### config.mk
export PLATFORM = sky130hd
export DESIGN_NAME = sd_block_read_ctrl
export DESIGN_NICKNAME = d
export VERILOG_FILES = /design/src/rtl/sd_block_read_ctrl.sv
export SDC_FILE = /design/constraint.sdc
export NUM_CORES = 1
export LEC_CHECK = 0
export ABC_AREA = 1
export CAP_MARGIN = 20
export CELL_PAD_IN_SITES_DETAIL_PLACEMENT = 0
export CELL_PAD_IN_SITES_GLOBAL_PLACEMENT = 1
export CORE_MARGIN = 2
export CORE_UTILIZATION = 45
export DETAILED_ROUTE_END_ITERATION = 6
export HOLD_SLACK_MARGIN = 0.06
export PLACE_DENSITY = 0.86
export SKIP_CTS_REPAIR_TIMING = 1
export SYNTH_ARGS = -nofsm -noshare
export SYNTH_HDL_FRONTEND = slang
export SYNTH_SLANG_ARGS = --single-unit
### constraint.sdc
create_clock -name SCLK -period 8.7 [get_ports SCLK]
set_input_delay 1.305 -clock SCLK [delete_from_list [all_inputs] [get_ports SCLK]]
set_output_delay 1.305 -clock SCLK [all_outputs]
set_load 0.01 [all_outputs]
### src/rtl/sd_block_read_ctrl.sv
// Single-block read (CMD17) sequencer for an SPI-mode SD card: sends the command, collects R1,
// hunts the 0xFE data token, streams the block bytes, skips CRC16 and reports a result code.
module sd_block_read_ctrl #(
  parameter int R1_TIMEOUT_BYTES    = 8,
  parameter int TOKEN_TIMEOUT_BYTES = 4096,
  parameter int BLOCK_BYTES         = 512,
  parameter int ADDR_SHIFT          = 0,
  parameter int GAP_CLOCKS          = 8
) (
  input  logic        SCLK,
  input  logic        reset,
  input  logic        card_ready,
  input  logic        req_valid,
  input  logic [31:0] req_addr,
  output logic        req_ready,
  input  logic        MISO,
  output logic        MOSI,
  output logic        CS,
  output logic [7:0]  byte_out,
  output logic        byte_valid,
  output logic [8:0]  byte_index,
  output logic        block_done,
  output logic [2:0]  err_code,
  output logic [7:0]  status_byte
);

  localparam int CMD_BITS   = 48;
  localparam int CRC_BITS   = 16;
  localparam int R1_SAMPLES = R1_TIMEOUT_BYTES * 8;
  localparam int IDX_W      = 9;

  function automatic int max_of(input int a, input int b);
    return (a > b) ? a : b;
  endfunction

  // One shared phase counter serves every state; it is cleared on each state change.
  localparam int CNT_MAX = max_of(max_of(max_of(CMD_BITS, CRC_BITS),
                                         max_of(R1_SAMPLES, TOKEN_TIMEOUT_BYTES)), GAP_CLOCKS);
  localparam int CNT_W   = $clog2(CNT_MAX + 1);

  typedef enum logic [2:0] {
    S_IDLE, S_SEND, S_WAIT_R1, S_WAIT_TOKEN, S_DATA, S_CRC, S_GAP
  } state_e;

  typedef enum logic [2:0] {
    ERR_NONE          = 3'd0,
    ERR_R1_TIMEOUT    = 3'd1,
    ERR_R1_BAD        = 3'd2,
    ERR_TOKEN_TIMEOUT = 3'd3,
    ERR_TOKEN_BAD     = 3'd4
  } err_e;

  state_e             state, state_next;
  err_e               err_q, err_next;
  logic               err_load, status_load;
  logic [CNT_W-1:0]   cnt;
  logic [IDX_W-1:0]   data_cnt;
  logic [2:0]         bit_cnt;
  logic [6:0]         rx_sr;
  logic [7:0]         rx_byte;
  logic [47:0]        tx_sr;
  logic [31:0]        cmd_arg;
  logic               accept, shift_en, byte_end, cnt_en;

  assign req_ready = (state == S_IDLE) && card_ready && !block_done;
  assign accept    = req_valid && req_ready;
  assign cmd_arg   = req_addr << ADDR_SHIFT;
  assign rx_byte   = {rx_sr, MISO};
  assign err_code  = err_q;

  // In WAIT_R1 bits are framed only once the start bit (first 0) has been seen.
  assign shift_en = ((state == S_WAIT_R1) && ((bit_cnt != 3'd0) || !MISO)) ||
                    (state == S_WAIT_TOKEN) || (state == S_DATA);
  assign byte_end = shift_en && (bit_cnt == 3'd7);

  assign cnt_en = (state == S_SEND) || (state == S_CRC) || (state == S_GAP) ||
                  ((state == S_WAIT_R1) && (bit_cnt == 3'd0) && MISO) ||
                  ((state == S_WAIT_TOKEN) && byte_end);

  assign CS   = !((state == S_SEND) || (state == S_WAIT_R1) || (state == S_WAIT_TOKEN) ||
                  (state == S_DATA) || (state == S_CRC));
  assign MOSI = (state == S_SEND) ? tx_sr[47] : 1'b1;

  // NOTE: sequential state uses non-blocking assignments so every register samples pre-edge values.
  always_ff @(posedge SCLK or posedge reset) begin
    if (reset) state <= S_IDLE;
    else       state <= state_next;
  end

  // NOTE: every output of this block gets a default first, so no path can infer a latch.
  always_comb begin
    state_next  = state;
    err_load    = 1'b0;
    err_next    = ERR_NONE;
    status_load = 1'b0;
    case (state)
      S_IDLE:  if (accept) state_next = S_SEND;
      S_SEND:  if (cnt == CNT_W'(CMD_BITS - 1)) state_next = S_WAIT_R1;
      S_WAIT_R1: begin
        if ((bit_cnt == 3'd0) && MISO && (cnt == CNT_W'(R1_SAMPLES - 1))) begin
          state_next = S_GAP;
          err_load   = 1'b1;
          err_next   = ERR_R1_TIMEOUT;
        end else if (byte_end) begin
          status_load = 1'b1;
          if (rx_byte == 8'h00) begin
            state_next = S_WAIT_TOKEN;
          end else begin
            state_next = S_GAP;
            err_load   = 1'b1;
            err_next   = ERR_R1_BAD;
          end
        end
      end
      S_WAIT_TOKEN: begin
        if (byte_end) begin
          if (rx_byte == 8'hFE) begin
            state_next = S_DATA;
          end else if (rx_byte != 8'hFF) begin
            state_next  = S_GAP;
            err_load    = 1'b1;
            err_next    = ERR_TOKEN_BAD;
            status_load = 1'b1;
          end else if (cnt == CNT_W'(TOKEN_TIMEOUT_BYTES - 1)) begin
            state_next = S_GAP;
            err_load   = 1'b1;
            err_next   = ERR_TOKEN_TIMEOUT;
          end
        end
      end
      S_DATA:  if (byte_end && (data_cnt == IDX_W'(BLOCK_BYTES - 1))) state_next = S_CRC;
      S_CRC:   if (cnt == CNT_W'(CRC_BITS - 1)) state_next = S_GAP;
      S_GAP:   if (cnt == CNT_W'(GAP_CLOCKS - 1)) state_next = S_IDLE;
      default: state_next = S_IDLE;
    endcase
  end

  always_ff @(posedge SCLK or posedge reset) begin
    if (reset) begin
      tx_sr       <= '0;
      rx_sr       <= '0;
      bit_cnt     <= '0;
      cnt         <= '0;
      data_cnt    <= '0;
      byte_out    <= '0;
      byte_valid  <= 1'b0;
      byte_index  <= '0;
      block_done  <= 1'b0;
      err_q       <= ERR_NONE;
      status_byte <= 8'hFF;
    end else begin
      byte_valid <= 1'b0;
      block_done <= (state == S_GAP) && (state_next == S_IDLE);

      if (state_next != state) cnt <= '0;
      else if (cnt_en)         cnt <= cnt + 1'b1;

      if (accept) begin
        tx_sr    <= {8'h51, cmd_arg, 8'hFF};
        err_q    <= ERR_NONE;
        bit_cnt  <= '0;
        data_cnt <= '0;
      end else if (state == S_SEND) begin
        tx_sr <= {tx_sr[46:0], 1'b1};
      end

      if (shift_en) begin
        rx_sr   <= rx_byte[6:0];
        bit_cnt <= bit_cnt + 3'd1;
      end

      if (status_load) status_byte <= rx_byte;
      if (err_load)    err_q       <= err_next;

      if ((state == S_DATA) && byte_end) begin
        byte_out   <= rx_byte;
        byte_valid <= 1'b1;
        byte_index <= data_cnt;
        if (data_cnt != IDX_W'(BLOCK_BYTES - 1)) data_cnt <= data_cnt + 1'b1;
      end
    end
  end

endmodule

Yosys cells after proc, flatten, opt, wreduce, memory -nomap -nowiden
Cells that the tools add are included.
{ "classes": {"n_addsub": 3, "eq_ne": 17, "mux": 47, "reduce_logical": 36} }
{ "ops": {"columns": ["op", "n"], "rows": [
  ["$mux W48", 2],
  ["$mux W3", 18],
  ["$mux W9", 3],
  ["$eq A13 B6 Y1 const B", 2],
  ["$mux W13", 2],
  ["$pmux W3 S7", 1],
  ["$mux W1", 14],
  ["$add A13 B1 Y13 const B", 1],
  ["$eq A13 B12 Y1 const B", 1],
  ["$eq A13 B3 Y1 const B", 1],
  ["$eq A13 B4 Y1 const B", 1],
  ["$logic_and A1 B1 Y1", 13],
  ["$eq A3 B3 Y1 const B", 4],
  ["$logic_or A1 B1 Y1", 11],
  ["$add A9 B1 Y9 const B", 1],
  ["$eq A9 B9 Y1 const B", 1],
  ["$logic_not A3 Y1", 3],
  ["$ne A9 B9 Y1 const B", 1],
  ["$eq A8 B8 Y1 const B", 1],
  ["$logic_not A8 Y1", 1],
  ["$mux W2", 4],
  ["$ne A8 B8 Y1 const B", 1],
  ["$reduce_bool A2 Y1", 4],
  ["$eq A3 B2 Y1 const B", 2],
  ["7 further kinds", 10]
]} }
{ "totals": {"reg_bits": 113, "inputBits": 37, "output_inout_bits": 33, "wordCells": 115} }

Longest topological paths before layout
Gate-level depths: netlist of the first run.
{ "logic_depth": {"word_depth": 11, "mapped_depth": 15, "ltp_nobuf": 14} }

Least setup slack after synthesis of the first run
OpenSTA, ideal clock, no wires.
{ "synth_timing": {"path_kind": "input to output", "from": "in card_ready", "to": "out req_ready", "arrival_ps": 1556, "required_ps": 7395, "slack_ps": 5839, "path_stages": 2, "n_path_buf": 0, "path_cell_list": "nand2_1 -> nor2_2"} }
{ "synth_between": {"elab_chain_len": 2} }
{ "synth_lines": {"columns": ["item", "line", "source"], "rows": [
  ["start: declaration", "12", "input logic card_ready,"],
  ["$logic_and A1 B1 Y1 (2 in series)", "65", "assign req_ready = (state == S_IDLE) && card_ready && !block_done;"],
  ["end: declaration", "15", "output logic req_ready,"]
]} }
No other way between the ends.

Worst setup path in the final report of the first run
{ "layout_timing": {"from": "reg state[1]", "to": "out MOSI"} }
{ "layout_between": {"elab_chain_len": 2} }
{ "layout_lines": {"columns": ["item", "line", "source"], "rows": [
  ["start: declaration", "53", "state_e state, state_next;"],
  ["start signal: assignment", "87", "else state <= state_next;"],
  ["$eq A3 B1 Y1", "82", "assign MOSI = (state == S_SEND) ? tx_sr[47] : 1'b1;"],
  ["$mux W1", "82", null],
  ["end: declaration", "17", "output logic MOSI,"]
]} }
No other way between the ends.

==> results of run 1 <==
## final timing paths
path                                      end  slack [ns]  depth (start not counted)
worst max-delay path                     MOSI        4.47                          7
worst min-delay path                 tx_sr[0]        0.47                          1
worst max register to register         cnt[9]        6.11                         10
worst min register to register       tx_sr[0]        0.47                          1
max in group asynchronous       byte_index[7]        6.15                          3
min in group asynchronous              cnt[2]        1.42                          2
## area by class of cell
| class | instances | area, sq um | area share |
|---|---|---|---|
| Multi-Input combinational cell | 432 | 2200 | 0.3247 |
| Timing Repair Buffer | 72 | 713.2 | 0.1053 |
| Inverter | 64 | 245.2 | 0.03620 |
| Tap cell | 147 | 183.9 | 0.02715 |
| Sequential cell | 113 | 2838 | 0.4189 |
| Clock inverter | 13 | 161.4 | 0.02383 |
| Clock buffer | 19 | 432.9 | 0.06391 |
## per-layer routing
| metal | track usage | vias to the layer above | wire length (microns) |
|---|---|---|---|
| li1 | - | 2177 | - |
| met5 | 0 | - | 0 |
| met1 | 0.2596 | 2097 | 5385 |
| met3 | 0.04304 | 15 | 572 |
| met4 | 0.08293 | 0 | 173 |
| met2 | 0.2934 | 121 | 5333 |
## sequential cells by signal, summed over array words and instances, names as in the netlist
name,flops
state,3
byte_index,9
err_code,3
status_byte,8
data_cnt,9
block_done,1
cnt,13
byte_valid,1
rx_sr,7
tx_sr,48
byte_out,8
bit_cnt,3
## stage by stage
| stage | power, W | hold slack, ns | utilization | area (sq um) | setup slack (ns) |
|---|---|---|---|---|---|
| 6_report | 0.001665 | 0.4681 | 0.5711 | 6774 | 4.469 |
| 5_1_grt | 0.001755 | 0.5004 | 0.5711 | 6774 | 4.256 |
| 4_1_cts | 0.001686 | 0.4714 | 0.5711 | 6774 | 4.439 |
| 3_5_place_dp | 0.0009756 | 0.4567 | 0.5210 | 6180 | 4.846 |
| 3_3_place_gp | 0.0009664 | 0.4559 | 0.5210 | 6180 | 4.847 |
| 2_1_floorplan | 0.0009065 | 0.4403 | - | 5415 | 4.421 |
## critical path: cells and delay by family (launching register included)
kind | cells | cell delay, ns
buffers and inverters | 4 | 1.46
DFF | 1 | 0.45
and+or+nand+nor | 3 | 0.58
## cell families (layout without fill, tap and decap cells)
kind of cell / Yosys count / count (layout)
AND/OR/NAND/NOR: 317 / 317
AO/OA/AOI/OAI: 96 / 96
buffers and inverters: 90 / 168
XOR/XNOR: 9 / 9
flip-flops: 113 / 113
adder cells (fa/ha/maj): 6 / 6
multiplexers: 4 / 4
## layout by cell type, fill, tap and decap left out, drive strengths merged, types with 3 or more instances in the layout
cell type,count
clkinvlp,4
inv,65
nand3,22
clkdlybuf4s50,69
a31oi,31
o21ai,42
mux2,4
nand4,13
nand2,172
ha,6
nor3,7
a22oi,6
bufinv,3
dfrtp,105
nor2,98
a21oi,13
clkinv,5
clkbuf,19
dfstp,8
buf,3
xor2,9
## power by group through the flow
stage / Sequential (W) / Clock (W) / Combinational (W)
floorplan: 0.000693 / 0 / 0.000213
global placement: 0.000706 / 0 / 0.000260
detailed placement: 0.000706 / 0 / 0.000269
CTS: 0.000702 / 0.000712 / 0.000271
global route: 0.000716 / 0.000734 / 0.000305
finish: 0.000702 / 0.000698 / 0.000265
==> metrics.csv, run 1 <==
metric,value,unit
status,completed,
yosysMostFrequentCell,nand2_1,
synth-simple-area-share,0.2655,
grt_usage,0.1902,
drv_slew,0,
fp.dieW,113.7,microns
clockBufferDepth,2,
setup_viol,0,
yosys-top-cells-area,"dfrtp_1 49%, nand2_1 12%, nor2_1 5.6%",
yosys.area.top_type_share,0.4852,
arrival,2.93,ns
io_pins,70,
intPower,0.001206,W
synth-xor-area-share,0.01456,
port_buffers,69,
synth.net_count,678,
holdCritPathClass,register to register,
period_minus_slack,4.231,ns
die_area,12930,sq um
final_cells,860,
grt_pass1_wl,19650,microns
syn_inst,635,
synth_cell_types,41,
relSlewSlack,0.4399,
grt_max_degree,81,
drtIter0Drc,300,
fill_cells,1062,
yosysTopAreaCell,dfrtp_1,
power_frac_comb,0.159,
fin_nets,743,
clkSinkCount,113,
netlist_area,5415,sq um
cts-root-buf,clkbuf_16,
ys_seq_elements,113,
viasPerCell,5.128,
ys_seq_area_frac,0.5240,
fp-row-count,40,
synth_edf_count,0,
crit_slowest_cell,clkdlybuf4s50_1,
timing.critical_path.from,state[1],
synth-adder-area-share,0.01386,
ant_nets,0,
path_class,register to output pin,
vias,4410,
skew,0.005341,ns
setup.worst_path.end_class,output pin,
cts_tree,done,
p_leak,3.153,nW
wl_per_cell,13.33,microns
pwr-share-seq,0.422,
die_h,113.7,microns
crit_top_cell,inv_2,
drive_above_1_share,0.1164,
max_freq,236.3,MHz
grt_pass1_vias,4269,
finalHoldViolCount,0,
setup_tns,0,ns
diodes,0,
synth-main-ff-cell,dfrtp_1,
synth_top_family_by_area,simple AND/OR/NAND/NOR gates,
hp-start,tx_sr[0],
ys_top_cells_by_count,"167 x nand2_1, 105 x dfrtp_1, 81 x nor2_1",
dp.cells,828,
wl,11470,microns
start_util,0.4565,
p_clk_frac,0.419,
synth_compound_area_frac,0.1026,
antenna_found_initial,0,
period_share,0.4863,
path_cells,inv_2 -> nand2_1 -> nor2_4 -> buf_4 -> inv_2 -> or2_1 -> clkdlybuf4s50_1,
critPathLaunchType,register,
drc,0,
worst_pin_slew,0.8401,ns
drv_cap,0,
drtPass1Iterations,5,
worst_ir_drop_vdd,0.1279,mV
grt-ovfl-total,0,
switching_power,0.0004589,W
cts.clk_slew.worst_paths,0.05,ns
power_density,245.8,nW/um^2
required,7.39,ns
core,11860,sq um
cp_max_fo,49,
r2r_start,state[2],
rsz0062_at_grt,false,
cts_buffers,17,
async_reset_ff_frac,1.000,
h-tree-depth,4,
slowest_delay,0.48,ns
area_growth,25.09,%
dp.final_hpwl,7531,microns
gp_congestion,0.8868,
syn_area_per_cell,8.528,sq um
muxShareOfSynthArea,0.008318,
insertion_delay,0.41,ns
ys_warn_count,0,
switching_share,0.2756,
Note: power is estimated with default switching activity, not from simulation.
==> run 2, diff against run 1 <==
Settings changed: CORE_UTILIZATION 45 to 42, PLACE_DENSITY 0.86 to 0.81.
Clock period 8.7 ns to 4.1 ns, I/O delays scaled along.
==> run 2 against run 1 <==
  * Clock power grew 100%
  * First-iteration DRC count grew 3.3%
  * Critical path depth shrank 1
  * Via count shrank 0.43%
  * Register-to-register slack lost 4.6 ns
  * Sequential share of layout area shrank 0.18 points
  * Setup slack lost 3.0 ns
  * Non-clock buffer count grew 1
  * Combinational power grew 120%
  * Cell area grew 0.42%
  * Cell count grew 2.8%
  * Largest cell class unchanged
  * Highest routed layer unchanged
==> metrics.csv, run 2 (synthesis gave the netlist of run 1 again) <==
metric,value,unit,change
cp_max_fo,6,,was 49
die_h,117.6,microns,was 113.7 microns
h-tree-depth,4,,unchanged
insertion_delay,0.41,ns,about the same
holdCritPathClass,register to register,,unchanged
cts_buffers,17,,unchanged
period_minus_slack,2.621,ns,
critPathLaunchType,register,,unchanged
relSlewSlack,0.4938,,was 0.4399
path_class,register to output pin,,unchanged
final_common_cell,nand2_1,,unchanged
diodes,0,,unchanged
drv_slew,0,,unchanged
dp.final_hpwl,7877,microns,was 7531 microns
final_area,6803,sq um,was 6774 sq um
start_util,0.4291,,was 0.4565
clockBufferDepth,2,,unchanged
period_share,0.6392,,
gp_congestion,0.8300,,was 0.8868
setup_viol,0,,unchanged
area_growth,25.62,%,was 25.09%
cts-root-buf,clkbuf_16,,unchanged
intPower,0.002554,W,was 0.001206 W
place_ws,1.146,ns,was 4.846 ns
fp.dieW,117.6,microns,was 113.7 microns
grt_use_met2,0.2716,,was 0.2934
final_cell_mix,"167 x nand2_1, 105 x dfrtp_1, 80 x nor2_1",,unchanged
switching_share,0.2685,,was 0.2756
post-route-util,0.5391,,was 0.5711
pwr-share-seq,0.429,,was 0.422
reg.largest.list,"tx_sr (48), cnt (13)",,unchanged
viasPerCell,4.967,,was 5.128
worst_pin_slew,0.7586,ns,was 0.8401 ns
die_area,13820,sq um,was 12930 sq um
finalHoldViolCount,0,,unchanged
port_buffers,69,,unchanged
crit_slowest_cell,clkdlybuf4s50_1,,unchanged
cp_num_cells,6,,was 7
io_pins,70,,unchanged
placed_area,6231,sq um,was 6180 sq um
critPathBufInv,3,,was 4
antenna_found_initial,0,,unchanged
grt_util_met1,0.2498,,was 0.2596
p_clk_frac,0.406,,was 0.419
slowest_delay,0.47,ns,was 0.48 ns
ant_nets,0,,unchanged
grt.busiest_layer,met2,,unchanged
wl,11760,microns,was 11470 microns
grt_use_met3,0.04748,,was 0.04304
skew,0.006093,ns,was 0.005341 ns
grt_pass1_wl,20220,microns,was 19650 microns
setup_ws,1.479,ns,was 4.469 ns
drc,0,,unchanged
max_freq,381.6,MHz,
grt_usage,0.1806,,was 0.1902
grt-ovfl-total,0,,unchanged
r2r_cells,10,,unchanged
drive_above_1_share,0.1138,,was 0.1164
switching_power,0.0009376,W,was 0.0004589 W
fin_nets,744,,was 743
wl_per_cell,13.30,microns,was 13.33 microns
grt_pass1_vias,4215,,was 4269
status,completed,,unchanged
power_density,513.3,nW/um^2,was 245.8 nW/um^2
grt_max_degree,81,,unchanged
holdPathStages,1,,unchanged
drtIter0Drc,310,,was 300
setup_tns,0,ns,unchanged
vias,4391,,was 4410
power_frac_comb,0.165,,was 0.159
path_cells,inv_2 -> nand2_1 -> nor2_4 -> inv_2 -> or2_1 -> clkdlybuf4s50_1,,was inv_2 -> nand2_1 -> nor2_4 -> buf_4 -> inv_2 -> or2_1 -> clkdlybuf4s50_1
largest_register_ff_count,48,,unchanged
path_delay_family,buffers and inverters,,unchanged
core,12620,sq um,was 11860 sq um
cts.clk_slew.worst_paths,0.05,ns,about the same
drv_cap,0,,unchanged
arrival,2.01,ns,was 2.93 ns
crit_top_cell,inv_2,,unchanged
clkSinkCount,113,,unchanged
drtPass1Iterations,5,,unchanged
rrSetupSlack,1.49,ns,was 6.11 ns
required,3.48,ns,was 7.39 ns
top_register,tx_sr,,unchanged
p_leak,3.169,nW,was 3.153 nW
fp-row-count,41,,was 40
rsz0062_at_grt,false,,unchanged
cts_tree,done,,unchanged
setup.worst_path.end_class,output pin,,unchanged
worst_ir_drop_vdd,0.4100,mV,was 0.1279 mV
-- run 2: cell count changes in the layout (fill, tap and decap cells not counted), sizes merged --
cell / change
inv: -2
buf: +1
clkinvlp: -4
clkbuf: +5
bufinv: -1
-- run 2: worst paths after layout --
kind,from,end
min in group asynchronous,reset,cnt[3]
worst min-delay path,tx_sr[0],tx_sr[0]
worst min register to register,tx_sr[0],tx_sr[0]
worst max register to register,state[2],cnt[9]
worst max-delay path,state[1],MOSI
max in group asynchronous,reset,byte_index[3]
-- run 2: per-stage QoR --
step,hold slack [ns],instances,power (W)
after detailed placement,0.4617,854,0.002085
after global routing,0.4907,884,0.003692
after CTS,0.4746,884,0.003531
after global placement,0.4587,854,0.002059
after floorplan,0.4403,635,0.001923
final,0.4732,884,0.003492
-- run 2: worst register-to-register path, stage by stage (launching register included) --
cell	delay, ns
dfrtp_1	0.56
inv_4	0.10
nand3_2	0.13
nor2_2	0.06
nand2_4	0.56
inv_2	0.21
a21oi_2	0.17
nand4_2	0.13
nand2_2	0.09
nand3_4	0.30
nor2_1	0.22
-- run 2: final cells by class --
type | count | area (sq um)
clock buffer | 24 | 491.7
clock inverter | 6 | 80.08
tap | 172 | 215.2
timing repair buffer | 73 | 733.2
inverter | 64 | 245.2
multi-input combinational | 432 | 2200
sequential | 113 | 2838
fill | 1186 | 5817
-- run 2: power groups by stage --
stage	logic (W)	clock network (W)	registers (W)
after CTS	0.000584	0.00145	0.00149
after global routing	0.000655	0.00151	0.00153
after global placement	0.000560	0	0.00150
after floorplan	0.000453	0	0.00147
final	0.000575	0.00142	0.00150
after detailed placement	0.000580	0	0.00151
-- run 2: metal layers --
metal | routed length (microns) | vias to the layer above
met5 | 0 | -
li1 | - | 2183
met2 | 5326 | 123
met4 | 208 | 0
met3 | 507 | 19
met1 | 5713 | 2066
